$ cat config.mk
export PLATFORM = sky130hd
export DESIGN_NAME = alu_issue_stage_flat
export DESIGN_NICKNAME = d
export VERILOG_FILES = /design/src/rtl/alu_issue_stage_pkg.sv /design/src/rtl/alu_issue_stage_if.sv /design/src/rtl/alu_issue_stage_decode.sv /design/src/rtl/alu_issue_stage.sv /design/src/flat_wrapper.sv
export SDC_FILE = /design/constraint.sdc
export NUM_CORES = 1
export LEC_CHECK = 0
export ABC_AREA = 1
export BUFFER_PORTS_ARGS = -buffer_cell sky130_fd_sc_hd__buf_2
export CAP_MARGIN = 10
export CORE_ASPECT_RATIO = 1.1
export CORE_MARGIN = 5
export CORE_UTILIZATION = 35
export CTS_BUF_LIST = sky130_fd_sc_hd__clkbuf_16
export DETAILED_ROUTE_END_ITERATION = 16
export HOLD_SLACK_MARGIN = 0.06
export SYNTH_ARGS = -nofsm -noshare
export SYNTH_HDL_FRONTEND = slang
export SYNTH_SLANG_ARGS = --single-unit
$ cat constraint.sdc
create_clock -name clk -period 3.45 [get_ports clk]
set_input_delay 0 -clock clk [delete_from_list [all_inputs] [get_ports clk]]
set_output_delay 0 -clock clk [all_outputs]
set_load 0.005 [all_outputs]
$ cat src/rtl/alu_issue_stage_pkg.sv
// Shared constants and types for the ALU issue stage: ALU opcodes,
// instruction class encodings, funct3 values and the decode bundle.
package alu_issue_stage_pkg;

    localparam int XLEN = 64;

    // ALU opcodes as understood by the external 64-bit ALU
    localparam logic [3:0] ALU_AND = 4'b0000;
    localparam logic [3:0] ALU_OR  = 4'b0001;
    localparam logic [3:0] ALU_ADD = 4'b0010;
    localparam logic [3:0] ALU_SUB = 4'b0110;  // ALU computes A + ~B
    localparam logic [3:0] ALU_NOR = 4'b1100;  // supported by the ALU, never issued here

    // Instruction classes delivered by decode
    localparam logic [1:0] CLS_MEM = 2'b00;
    localparam logic [1:0] CLS_BR  = 2'b01;
    localparam logic [1:0] CLS_R   = 2'b10;
    localparam logic [1:0] CLS_I   = 2'b11;

    // funct3 values
    localparam logic [2:0] F3_ADD = 3'b000;
    localparam logic [2:0] F3_OR  = 3'b110;
    localparam logic [2:0] F3_AND = 3'b111;
    localparam logic [2:0] F3_BEQ = 3'b000;
    localparam logic [2:0] F3_BNE = 3'b001;

    typedef enum logic [1:0] {
        BR_NONE = 2'b00,
        BR_EQ   = 2'b01,
        BR_NE   = 2'b10
    } br_kind_e;

    typedef struct packed {
        logic [3:0] op;       // ALU opcode to issue
        logic       b_imm;    // operand B comes from the immediate
        logic       is_sub;   // operand B must be pre-decremented
        br_kind_e   br_kind;  // branch condition, BR_NONE for non-branches
        logic       illegal;  // unsupported encoding
    } decode_t;

    // Branch resolution from the ALU Zero flag of A - B
    function automatic logic branch_taken(input br_kind_e kind, input logic zero);
        logic taken;
        case (kind)
            BR_EQ:   taken = zero;
            BR_NE:   taken = !zero;
            default: taken = 1'b0;
        endcase
        return taken;
    endfunction

endpackage

$ cat src/rtl/alu_issue_stage_if.sv
// Decode-side, ALU-side and writeback-side signals of the issue stage.
// slave is the stage's view; master is the environment's view.
interface alu_issue_stage_if;
    import alu_issue_stage_pkg::*;

    // upstream (decode) handshake and fields
    logic            in_valid;
    logic            in_ready;
    logic [1:0]      in_class;
    logic [2:0]      in_funct3;
    logic            in_funct7_5;
    logic [XLEN-1:0] in_rs1;
    logic [XLEN-1:0] in_rs2;
    logic [XLEN-1:0] in_imm;
    logic [4:0]      in_rd;

    // external ALU
    logic [XLEN-1:0] alu_a;
    logic [XLEN-1:0] alu_b;
    logic [3:0]      alu_op;
    logic [XLEN-1:0] alu_result;
    logic            alu_zero;

    // downstream handshake and result
    logic            out_valid;
    logic            out_ready;
    logic [XLEN-1:0] out_result;
    logic [4:0]      out_rd;
    logic            out_branch;
    logic            out_taken;
    logic            out_illegal;

    modport slave (
        input  in_valid, in_class, in_funct3, in_funct7_5,
        input  in_rs1, in_rs2, in_imm, in_rd,
        output in_ready,
        output alu_a, alu_b, alu_op,
        input  alu_result, alu_zero,
        output out_valid, out_result, out_rd, out_branch, out_taken, out_illegal,
        input  out_ready
    );

    modport master (
        output in_valid, in_class, in_funct3, in_funct7_5,
        output in_rs1, in_rs2, in_imm, in_rd,
        input  in_ready,
        input  alu_a, alu_b, alu_op,
        output alu_result, alu_zero,
        input  out_valid, out_result, out_rd, out_branch, out_taken, out_illegal,
        output out_ready
    );

endinterface

$ cat src/rtl/alu_issue_stage_decode.sv
// Purely combinational instruction decode: class/funct3/funct7_5 to ALU
// opcode, operand-B source, subtract flag, branch kind and illegal flag.
module alu_op_decode
    import alu_issue_stage_pkg::*;
(
    input  logic [1:0] cls,
    input  logic [2:0] funct3,
    input  logic       funct7_5,
    output decode_t    dec
);

    // Map the encoding onto an ALU operation; unsupported encodings fall to illegal
    always_comb begin
        dec         = '0;
        dec.op      = ALU_ADD;
        dec.br_kind = BR_NONE;
        case (cls)
            CLS_MEM: begin
                dec.b_imm = 1'b1;
            end
            CLS_BR: begin
                case (funct3)
                    F3_BEQ: begin
                        dec.op      = ALU_SUB;
                        dec.is_sub  = 1'b1;
                        dec.br_kind = BR_EQ;
                    end
                    F3_BNE: begin
                        dec.op      = ALU_SUB;
                        dec.is_sub  = 1'b1;
                        dec.br_kind = BR_NE;
                    end
                    default: dec.illegal = 1'b1;
                endcase
            end
            CLS_R: begin
                case (funct3)
                    F3_ADD: begin
                        if (funct7_5) begin
                            dec.op     = ALU_SUB;
                            dec.is_sub = 1'b1;
                        end else begin
                            dec.op = ALU_ADD;
                        end
                    end
                    F3_OR:   dec.op = ALU_OR;
                    F3_AND:  dec.op = ALU_AND;
                    default: dec.illegal = 1'b1;
                endcase
            end
            default: begin  // CLS_I, funct7_5 is not part of the encoding
                dec.b_imm = 1'b1;
                case (funct3)
                    F3_ADD:  dec.op = ALU_ADD;
                    F3_OR:   dec.op = ALU_OR;
                    F3_AND:  dec.op = ALU_AND;
                    default: dec.illegal = 1'b1;
                endcase
            end
        endcase

        // An illegal instruction travels as a harmless ADD of zeros
        if (dec.illegal) begin
            dec.op      = ALU_ADD;
            dec.b_imm   = 1'b0;
            dec.is_sub  = 1'b0;
            dec.br_kind = BR_NONE;
        end
    end

endmodule

$ cat src/rtl/alu_issue_stage.sv
// Two-stage execute front: E1 registers operands/opcode for the external
// ALU, E2 captures the ALU result and resolves branches. valid/ready on
// both sides; flush squashes both stages.
module alu_issue_stage (
    input  logic              clk,
    input  logic              rst_n,
    input  logic              flush,
    alu_issue_stage_if.slave  bus
);
    import alu_issue_stage_pkg::*;

    decode_t         dec;

    // E1 state (operand registers drive the ALU directly)
    logic            e1_valid_reg;
    logic [XLEN-1:0] alu_a_reg;
    logic [XLEN-1:0] alu_b_reg;
    logic [3:0]      alu_op_reg;
    logic [4:0]      e1_rd_reg;
    br_kind_e        e1_br_reg;
    logic            e1_illegal_reg;

    // E2 state
    logic            out_valid_reg;
    logic [XLEN-1:0] out_result_reg;
    logic [4:0]      out_rd_reg;
    logic            out_branch_reg;
    logic            out_taken_reg;
    logic            out_illegal_reg;

    // handshake and next-value wires
    logic            e2_adv;
    logic            in_ready;
    logic            e1_load;
    logic            e2_load;
    logic [XLEN-1:0] alu_a_next;
    logic [XLEN-1:0] alu_b_next;
    logic [XLEN-1:0] b_src;
    logic            taken_next;

    alu_op_decode u_decode (
        .cls      (bus.in_class),
        .funct3   (bus.in_funct3),
        .funct7_5 (bus.in_funct7_5),
        .dec      (dec)
    );

    // E2 can take a new entry when empty or being drained; E1 when empty or moving on
    assign e2_adv   = !out_valid_reg || bus.out_ready;
    assign in_ready = !e1_valid_reg || e2_adv;
    assign e1_load  = bus.in_valid && in_ready && !flush;
    assign e2_load  = e1_valid_reg && e2_adv && !flush;

    // Operand selection; SUB pre-decrements B because the ALU computes A + ~B
    always_comb begin
        b_src      = dec.b_imm ? bus.in_imm : bus.in_rs2;
        alu_a_next = bus.in_rs1;
        alu_b_next = dec.is_sub ? (b_src - 64'd1) : b_src;
        if (dec.illegal) begin
            alu_a_next = '0;
            alu_b_next = '0;
        end
    end

    assign taken_next = branch_taken(e1_br_reg, bus.alu_zero);

    // Valid bits: flush wins over accept and advance
    always_ff @(posedge clk or negedge rst_n) begin
        if (!rst_n) begin
            e1_valid_reg  <= 1'b0;
            out_valid_reg <= 1'b0;
        end else if (flush) begin
            e1_valid_reg  <= 1'b0;
            out_valid_reg <= 1'b0;
        end else begin
            if (in_ready) begin
                e1_valid_reg <= bus.in_valid;
            end
            if (e2_adv) begin
                out_valid_reg <= e1_valid_reg;
            end
        end
    end

    // E1 data: load the selected operands and opcode on accept, hold otherwise
    always_ff @(posedge clk or negedge rst_n) begin
        if (!rst_n) begin
            alu_a_reg      <= '0;
            alu_b_reg      <= '0;
            alu_op_reg     <= ALU_ADD;
            e1_rd_reg      <= '0;
            e1_br_reg      <= BR_NONE;
            e1_illegal_reg <= 1'b0;
        end else if (e1_load) begin
            alu_a_reg      <= alu_a_next;
            alu_b_reg      <= alu_b_next;
            alu_op_reg     <= dec.op;
            e1_rd_reg      <= bus.in_rd;
            e1_br_reg      <= dec.br_kind;
            e1_illegal_reg <= dec.illegal;
        end
    end

    // E2 data: capture the ALU result and resolve the branch on advance
    always_ff @(posedge clk or negedge rst_n) begin
        if (!rst_n) begin
            out_result_reg  <= '0;
            out_rd_reg      <= '0;
            out_branch_reg  <= 1'b0;
            out_taken_reg   <= 1'b0;
            out_illegal_reg <= 1'b0;
        end else if (e2_load) begin
            out_result_reg  <= bus.alu_result;
            out_rd_reg      <= e1_rd_reg;
            out_branch_reg  <= (e1_br_reg != BR_NONE);
            out_taken_reg   <= taken_next;
            out_illegal_reg <= e1_illegal_reg;
        end
    end

    assign bus.in_ready    = in_ready;
    assign bus.alu_a       = alu_a_reg;
    assign bus.alu_b       = alu_b_reg;
    assign bus.alu_op      = alu_op_reg;
    assign bus.out_valid   = out_valid_reg;
    assign bus.out_result  = out_result_reg;
    assign bus.out_rd      = out_rd_reg;
    assign bus.out_branch  = out_branch_reg;
    assign bus.out_taken   = out_taken_reg;
    assign bus.out_illegal = out_illegal_reg;

endmodule
$ cat src/flat_wrapper.sv
// flat-port wrapper written by rule: the top's interface ports become plain ports
module alu_issue_stage_flat import alu_issue_stage_pkg::*;
  (clk, rst_n, flush, bus_in_valid, bus_in_class, bus_in_funct3, bus_in_funct7_5, bus_in_rs1, bus_in_rs2, bus_in_imm, bus_in_rd, bus_in_ready, bus_alu_a, bus_alu_b, bus_alu_op, bus_alu_result, bus_alu_zero, bus_out_valid, bus_out_result, bus_out_rd, bus_out_branch, bus_out_taken, bus_out_illegal, bus_out_ready);
  alu_issue_stage_if bus_i ();
  input  logic clk;
  input  logic rst_n;
  input  logic flush;
  input wire logic [$bits(bus_i.in_valid)-1:0] bus_in_valid;
  input wire logic [$bits(bus_i.in_class)-1:0] bus_in_class;
  input wire logic [$bits(bus_i.in_funct3)-1:0] bus_in_funct3;
  input wire logic [$bits(bus_i.in_funct7_5)-1:0] bus_in_funct7_5;
  input wire logic [$bits(bus_i.in_rs1)-1:0] bus_in_rs1;
  input wire logic [$bits(bus_i.in_rs2)-1:0] bus_in_rs2;
  input wire logic [$bits(bus_i.in_imm)-1:0] bus_in_imm;
  input wire logic [$bits(bus_i.in_rd)-1:0] bus_in_rd;
  output wire logic [$bits(bus_i.in_ready)-1:0] bus_in_ready;
  output wire logic [$bits(bus_i.alu_a)-1:0] bus_alu_a;
  output wire logic [$bits(bus_i.alu_b)-1:0] bus_alu_b;
  output wire logic [$bits(bus_i.alu_op)-1:0] bus_alu_op;
  input wire logic [$bits(bus_i.alu_result)-1:0] bus_alu_result;
  input wire logic [$bits(bus_i.alu_zero)-1:0] bus_alu_zero;
  output wire logic [$bits(bus_i.out_valid)-1:0] bus_out_valid;
  output wire logic [$bits(bus_i.out_result)-1:0] bus_out_result;
  output wire logic [$bits(bus_i.out_rd)-1:0] bus_out_rd;
  output wire logic [$bits(bus_i.out_branch)-1:0] bus_out_branch;
  output wire logic [$bits(bus_i.out_taken)-1:0] bus_out_taken;
  output wire logic [$bits(bus_i.out_illegal)-1:0] bus_out_illegal;
  input wire logic [$bits(bus_i.out_ready)-1:0] bus_out_ready;
  assign bus_i.in_valid = bus_in_valid;
  assign bus_i.in_class = bus_in_class;
  assign bus_i.in_funct3 = bus_in_funct3;
  assign bus_i.in_funct7_5 = bus_in_funct7_5;
  assign bus_i.in_rs1 = bus_in_rs1;
  assign bus_i.in_rs2 = bus_in_rs2;
  assign bus_i.in_imm = bus_in_imm;
  assign bus_i.in_rd = bus_in_rd;
  assign bus_in_ready = bus_i.in_ready;
  assign bus_alu_a = bus_i.alu_a;
  assign bus_alu_b = bus_i.alu_b;
  assign bus_alu_op = bus_i.alu_op;
  assign bus_i.alu_result = bus_alu_result;
  assign bus_i.alu_zero = bus_alu_zero;
  assign bus_out_valid = bus_i.out_valid;
  assign bus_out_result = bus_i.out_result;
  assign bus_out_rd = bus_i.out_rd;
  assign bus_out_branch = bus_i.out_branch;
  assign bus_out_taken = bus_i.out_taken;
  assign bus_out_illegal = bus_i.out_illegal;
  assign bus_i.out_ready = bus_out_ready;
  alu_issue_stage u_core (.clk(clk), .rst_n(rst_n), .flush(flush), .bus(bus_i));
endmodule
Yosys cells after proc, flatten, opt, wreduce, memory -nomap -nowiden
Index checks and enable logic that the tools add are counted.
{ "op_classes": {"eq_ne": 7, "n_addsub": 1, "n_reduce_logical": 18, "n_mux": 24} }
{ "op_table": {"columns": ["op", "count"], "rows": [
  ["$mux W64", 4],
  ["$sub A64 B1 Y64 const B", 1],
  ["$pmux W4 S3", 2],
  ["$mux W1", 9],
  ["$mux W8", 1],
  ["$eq A3 B3 Y1 const B", 2],
  ["$mux W3", 2],
  ["$pmux W1 S2", 3],
  ["$pmux W3 S2", 1],
  ["$reduce_bool A2 Y1", 3],
  ["$eq A2 B1 Y1 const B", 2],
  ["$eq A2 B2 Y1 const B", 2],
  ["$logic_and A1 B1 Y1", 4],
  ["$logic_not A1 Y1", 4],
  ["$pmux W2 S2", 1],
  ["$reduce_or A2 Y1", 2],
  ["$eq A3 B1 Y1 const B", 1],
  ["$logic_not A3 Y1", 1],
  ["$reduce_or A3 Y1", 1],
  ["$logic_not A2 Y1", 1],
  ["$logic_or A1 B1 Y1", 2],
  ["$mux W2", 1]
]} }
{ "totals": {"reg_bits": 214, "inputBits": 273, "out_inout_bits": 206, "elab_cells": 63} }

Depth between registers and ports, before layout
{ "logic_depth": {"word_depth": 9, "mapped_depth": 21, "depth_no_buf": 20} }

Hierarchy
A second synthesis with hierarchy kept.
{ "hier_totals": {"cells_unflattened": 1691, "area_unflattened_um2": 11946.5} }
{ "by_module_without_submodules": {"columns": ["mod", "cells_each", "n_inst", "seq_area_each_um2", "area_per_inst_um2"], "rows": [
  ["alu_issue_stage", 1652, 1, 5356.4, 11740.0],
  ["alu_op_decode", 39, 1, 0.0, 206.4]
]} }

Least setup slack after synthesis
OpenSTA, ideal clock, no wires.
{ "synth_path": {"path_kind": "input -> register", "from": "input bus_in_class[1]", "to": "register u_core.alu_b_reg[34] (netlist: u_core.bus.alu_b[34])", "t_required_ns": 3.332, "cell_stages": 20, "setup_time_ns": 0.118, "n_path_buf": 1, "arrival_time_ns": 2.036, "slack_ns": 1.296, "cell_sequence": "inv_1 > ha_1 > nor2_2 > nand2_1 > nand2_1 > nand2_4 > nand2_4 > buf_6 > nand2_1 > nand2_1 > ha_1 > nand3_2 > nor2_2 > nand2_2 > nor2_2 > nand2_1 > nor2_1 > nand2_1 > nand3_1 > nand2_1"} }
{ "synth_via": {"elab_chain_cells": 8, "elab_cells_between_ends": 12, "classes_between": "add/sub (1); eq/ne (2); mux (7); reduce/logical (2)"} }
{ "synth_rtl": {"columns": ["element", "line_no", "text"], "rows": [
  ["start: declaration", "flat_wrapper.sv:9", "input wire logic [$bits(bus_i.in_class)-1:0] bus_in_class;"],
  ["$eq A2 B2 Y1 / $eq A2 B1 Y1 (equally long branches)", "alu_issue_stage_decode.sv:17", "case (cls)"],
  ["$reduce_or A2 Y1 (no source line)", null, null],
  ["$mux W1", "alu_issue_stage_decode.sv:17", null],
  ["$mux W8", "alu_issue_stage_decode.sv:63", "if (dec.illegal) begin"],
  ["$mux W64", "alu_issue_stage.sv:56", "b_src = dec.b_imm ? bus.in_imm : bus.in_rs2;"],
  ["$sub A64 B1 Y64", "alu_issue_stage.sv:58", "alu_b_next = dec.is_sub ? (b_src - 64'd1) : b_src;"],
  ["$mux W64", "alu_issue_stage.sv:58", null],
  ["$mux W64 *", "alu_issue_stage.sv:59", "if (dec.illegal) begin"],
  ["end signal: assignment", "alu_issue_stage.sv:96", "alu_b_reg <= alu_b_next;"],
  ["end: declaration", "alu_issue_stage.sv:17", "logic [XLEN-1:0] alu_b_reg;"]
]} }
Every way passes the cells marked *; elsewhere a longest branch is shown, timed or not.
A chain may end at the register's enable or synchronous reset.

Final worst setup path
{ "layout_path": {"from": "input bus_in_class[1]", "to": "register u_core.alu_b_reg[2] (netlist: u_core.bus.alu_b[2])"} }
Same word-level chain as after synthesis.

==> results.txt <==
----------------------------------------------------
[Placement]
  Routability-driven placement congestion ratio ... 0.985
  Minimum setup slack after placement ... 0.184 ns
  Count of buffers inserted at the top-level ports ... 477
  Half-perimeter wire length after detailed placement ... 39200 um
  Placement Cell Area ... 14300 um^2

[Drt]
  Total vias in the final route ... 13400
  Starting DRC count in detailed routing ... 849
  Post-detailed-routing wire length ... 53500 um
  Drt drc ... 0
  Count of antenna-violating nets left after detailed routing ... 0
  Via count normalized by instance count ... 4.93
  Average detailed-routed wire length per instance ... 19.6 um
  Number of iterations in the first detailed-routing pass ... 5

[STA]
  Count of pins over their slew limit ... 0
  Measured slew at the worst slew-check pin ... 1.17 ns
  Count of endpoints failing hold in the final timing report ... 0
  Final worst hold slack ... 0.0457 ns
  Clock Skew ... 0.0121 ns
  Min Tclk post-route ... 3.28 ns
  Peak clock frequency supported by timing ... 305 MHz
  Fin crit share ... 0.951
  Endpoints failing setup ... 0
  Worst slew margin relative to its limit ... 0.220
  Setup slack after layout ... 0.168 ns

[Global routing]
  Number of global-route vias before repair ... 13800
  Met2 Usage GRT ... 0.502
  Global Route Usage Sum ... 0.279
  Initial antenna violation count ... 2
  Global route total overflow ... 0
  Busiest metal layer after global routing ... met2
  Pin count of the biggest net entering global routing ... 132
  Wire length of the first global-routing pass ... 80600 um
  Met3 Usage GRT ... 0.0499
  Met1 GRT Util ... 0.319

[Synthesis]
  Mean cell area of the mapped netlist ... 7.28 um^2
  Number of instances in the synthesized netlist ... 1585
  Count of cell types in the netlist ... 37
  Synthesis warning total ... 0
  Syn nets ... 1863
  Fraction of the yosys area taken by sequential cells ... 0.462
  Cell type with the highest aggregate area in the netlist ... dfrtp_1
  Combined area of all synthesized cells ... 11500 um^2
  Top post-synthesis cells by area ... dfrtp_1 (46%), nand2_1 (21%), nand3_1 (5.4%)
  Flip-flop and latch count after synthesis ... 213
  Area share of the leading cell type in the synthesized netlist ... 0.460

[Clock network]
  TritonCTS clock tree ... yes
  Source-to-sink clock delay at the later pin of the worst-skew pair ... 0.52 ns
  Number of sinks on the clock net ... 213
  H-tree depth ... 1
  TritonCTS Buffers ... 24
  Clk slew on worst S/H paths ... 0.07 ns
  Number of buffers on the longest clock path ... 3
  CTS root buffer ... clkbuf_16

[Cells and area]
  Fraction of final layout cells sized beyond drive strength 1 ... 0.259
  Combined area of the multi-input logic cells ... 5410 um^2
  Nets ... 2559
  Fill cells ... 3088
  Growth of design area from synthesis to finish ... 52.8%
  Area occupied by registers ... 5330 um^2
  Fin area ... 17600 um^2
  Post-layout util ... 0.543

[Hold path]
  Type of the most critical hold path ... input pin to register

[Setup path]
  Biggest fanout along the worst timing path ... 48
  Data required time at the worst endpoint ... 3.85 ns
  Instance count on the critical path ... 16
  Worst Path Buf+Inv ... 6
  Critical path data arrival time ... 3.69 ns
  Type of the worst setup path ... input pin to register
  Critical path startpoint category ... input pin
  Endpoint kind of the worst setup timing path ... register
  Startpoint of the worst register-to-register path ... u_core.bus.out_valid
  Crit-path leading delay family ... buffers and inverters
  Reg-to-reg endpoint ... u_core.bus.alu_b[5]
  Slowest cell on the critical path ... dlygate4sd3_1
  Cell Chain, Critical Path ... dlygate4sd3_1 -> buf_2 -> inv_1 -> ha_1 -> o21ai_0 -> nand2_1 -> nand2_4 -> nand2_8 -> buf_16 -> nand2_1 -> nand2_1 -> ha_1 -> nand4_1 -> dlygate4sd3_1 -> a32o_1 -> dlygate4sd3_1
  Max incr delay on CP ... 0.59 ns
  Reg2reg path depth ... 10
  Flop2flop setup slack ... 0.41 ns
  Setup crit end ... u_core.bus.alu_b[2]
  Launching element of the worst setup path ... bus_in_class[1]

[Floorplan]
  Top Ports ... 479
  Width of the die ... 183 um
  Area enclosed by the die boundary ... 36700 um^2
  Die height ... 200 um
  Num rows ... 69
  Core area ... 32500 um^2
  Starting Density ... 0.355

[Run status]
  Run status ... complete, no violations

[Power]
  Pwr dens ... 450 nW/um^2
  Leak ... 0.00950 uW
  Power Total ... 7930 uW
  Worst VDD drop ... 0.357 mV

[Flow run]
  Max_cap viols ... 0

----------------------------------------------------
-- through the flow --
| stage | cells | TNS (ns) |
|---|---|---|
| after CTS | 2723 | 0 |
| after detailed placement | 2436 | 0 |
| after global placement | 2436 | 0 |
| final | 2725 | 0 |
| after floorplan | 1585 | 0 |
| after global routing | 2724 | -0.183 |
-- cell usage in the layout, fill, tap and decap left out, types with 15 or more instances in the layout --
master,instances
nand3b_1,30
nor2_2,22
nand3_1,124
buf_2,476
dfrtp_1,212
inv_1,115
inv_2,15
clkbuf_16,25
dlygate4sd3_1,245
a22o_1,66
a21oi_1,17
nor2_1,148
o21ai_0,38
nand2_1,652
o21ai_1,16
-- how the worst min path moves through the flow --
| stage | startpoint | to | cells past startpoint |
|---|---|---|---|
| CTS | bus_in_imm[4] | u_core.bus.alu_b[4] | 5 |
| detailed placement | rst_n | u_core.bus.alu_b[7] | 1 |
| finish | bus_in_imm[45] | u_core.bus.alu_b[45] | 6 |
| global placement | rst_n | u_core.bus.alu_b[8] | 1 |
| floorplan | rst_n | u_core.bus.alu_a[0] | 0 |
| global route | bus_in_rs2[45] | u_core.bus.alu_b[45] | 7 |
-- cell families (layout without fill, tap and decap cells) --
logic type	after synthesis	after routing	synth area share
and+or+nand+nor	1016	1016	0.369
DFF	213	213	0.462
buffers and inverters	198	910	0.0719
AOI/OAI and AO/OA	151	151	0.0907
adders and majority gates	5	5	0.00542
other	1	3	0.000325
xor gates and xnor gates	1	1	0.000759
-- cells in the mapped netlist --
| cell type | number |
|---|---|
| o21bai_1 | 4 |
| nor2_1 | 149 |
| xor2_1 | 1 |
| nand2_1 | 656 |
| conb_1 | 1 |
| or2_2 | 1 |
| buf_2 | 15 |
| ha_1 | 5 |
| nand3_2 | 2 |
| dfstp_2 | 1 |
| o22ai_1 | 2 |
| o211ai_1 | 1 |
| inv_1 | 116 |
| o21ai_2 | 1 |
| buf_1 | 7 |
| clkinv_1 | 1 |
| o21ai_0 | 38 |
| dfrtp_1 | 212 |
| inv_2 | 14 |
| buf_6 | 6 |
| nor3_1 | 3 |
| a32o_1 | 4 |
| o21ai_1 | 16 |
| a21o_1 | 1 |
| nand3b_1 | 30 |
| buf_4 | 6 |
| nand3_1 | 124 |
| nor2_2 | 23 |
| a31oi_1 | 1 |
| nand2_2 | 8 |
| nor2_4 | 3 |
| nand4_1 | 13 |
| a21oi_1 | 17 |
| a22o_1 | 66 |
| and2_1 | 2 |
| nand2_4 | 2 |
| clkbuf_1 | 33 |
-- worst min-delay path, delay by kind of cell --
family / cells / cell delay, ns
AOI/OAI and AO/OA: 1 / 0.10
buffers and inverters: 1 / 0.07
and+or+nand+nor: 4 / 0.36
-- where the power goes --
group          total, uW  switching (uW)  internal, uW
Clock               2650            1100          1550
Sequential          3100             222          2880
Combinational       2180            1220           957
-- what timing repair did --
action                     in CTS  in global routing
setup buffers                   0                  1
setup endpoints to repair       0                 11
hold buffers                  245                  0
gates resized for setup         0                  8
hold endpoints to repair      294                  0
-- area by class of cell --
type | count | area share
inverter | 131 | 0.0280
clock inverter | 17 | 0.0102
clock buffer | 25 | 0.0355
timing repair buffer | 737 | 0.286
sequential | 213 | 0.302
tap | 426 | 0.0302
antenna | 2 | 0.000284
multi-input combinational | 1174 | 0.307
-- routing by layer --
| layer | up-vias | routed length, um |
|---|---|---|
| li1 | 6432 | - |
| met1 | 6277 | 19900 |
| met2 | 605 | 26600 |
| met3 | 130 | 3950 |
| met4 | 2 | 2940 |
| met5 | - | 7 |
Note: power is estimated with default switching activity, not from simulation.
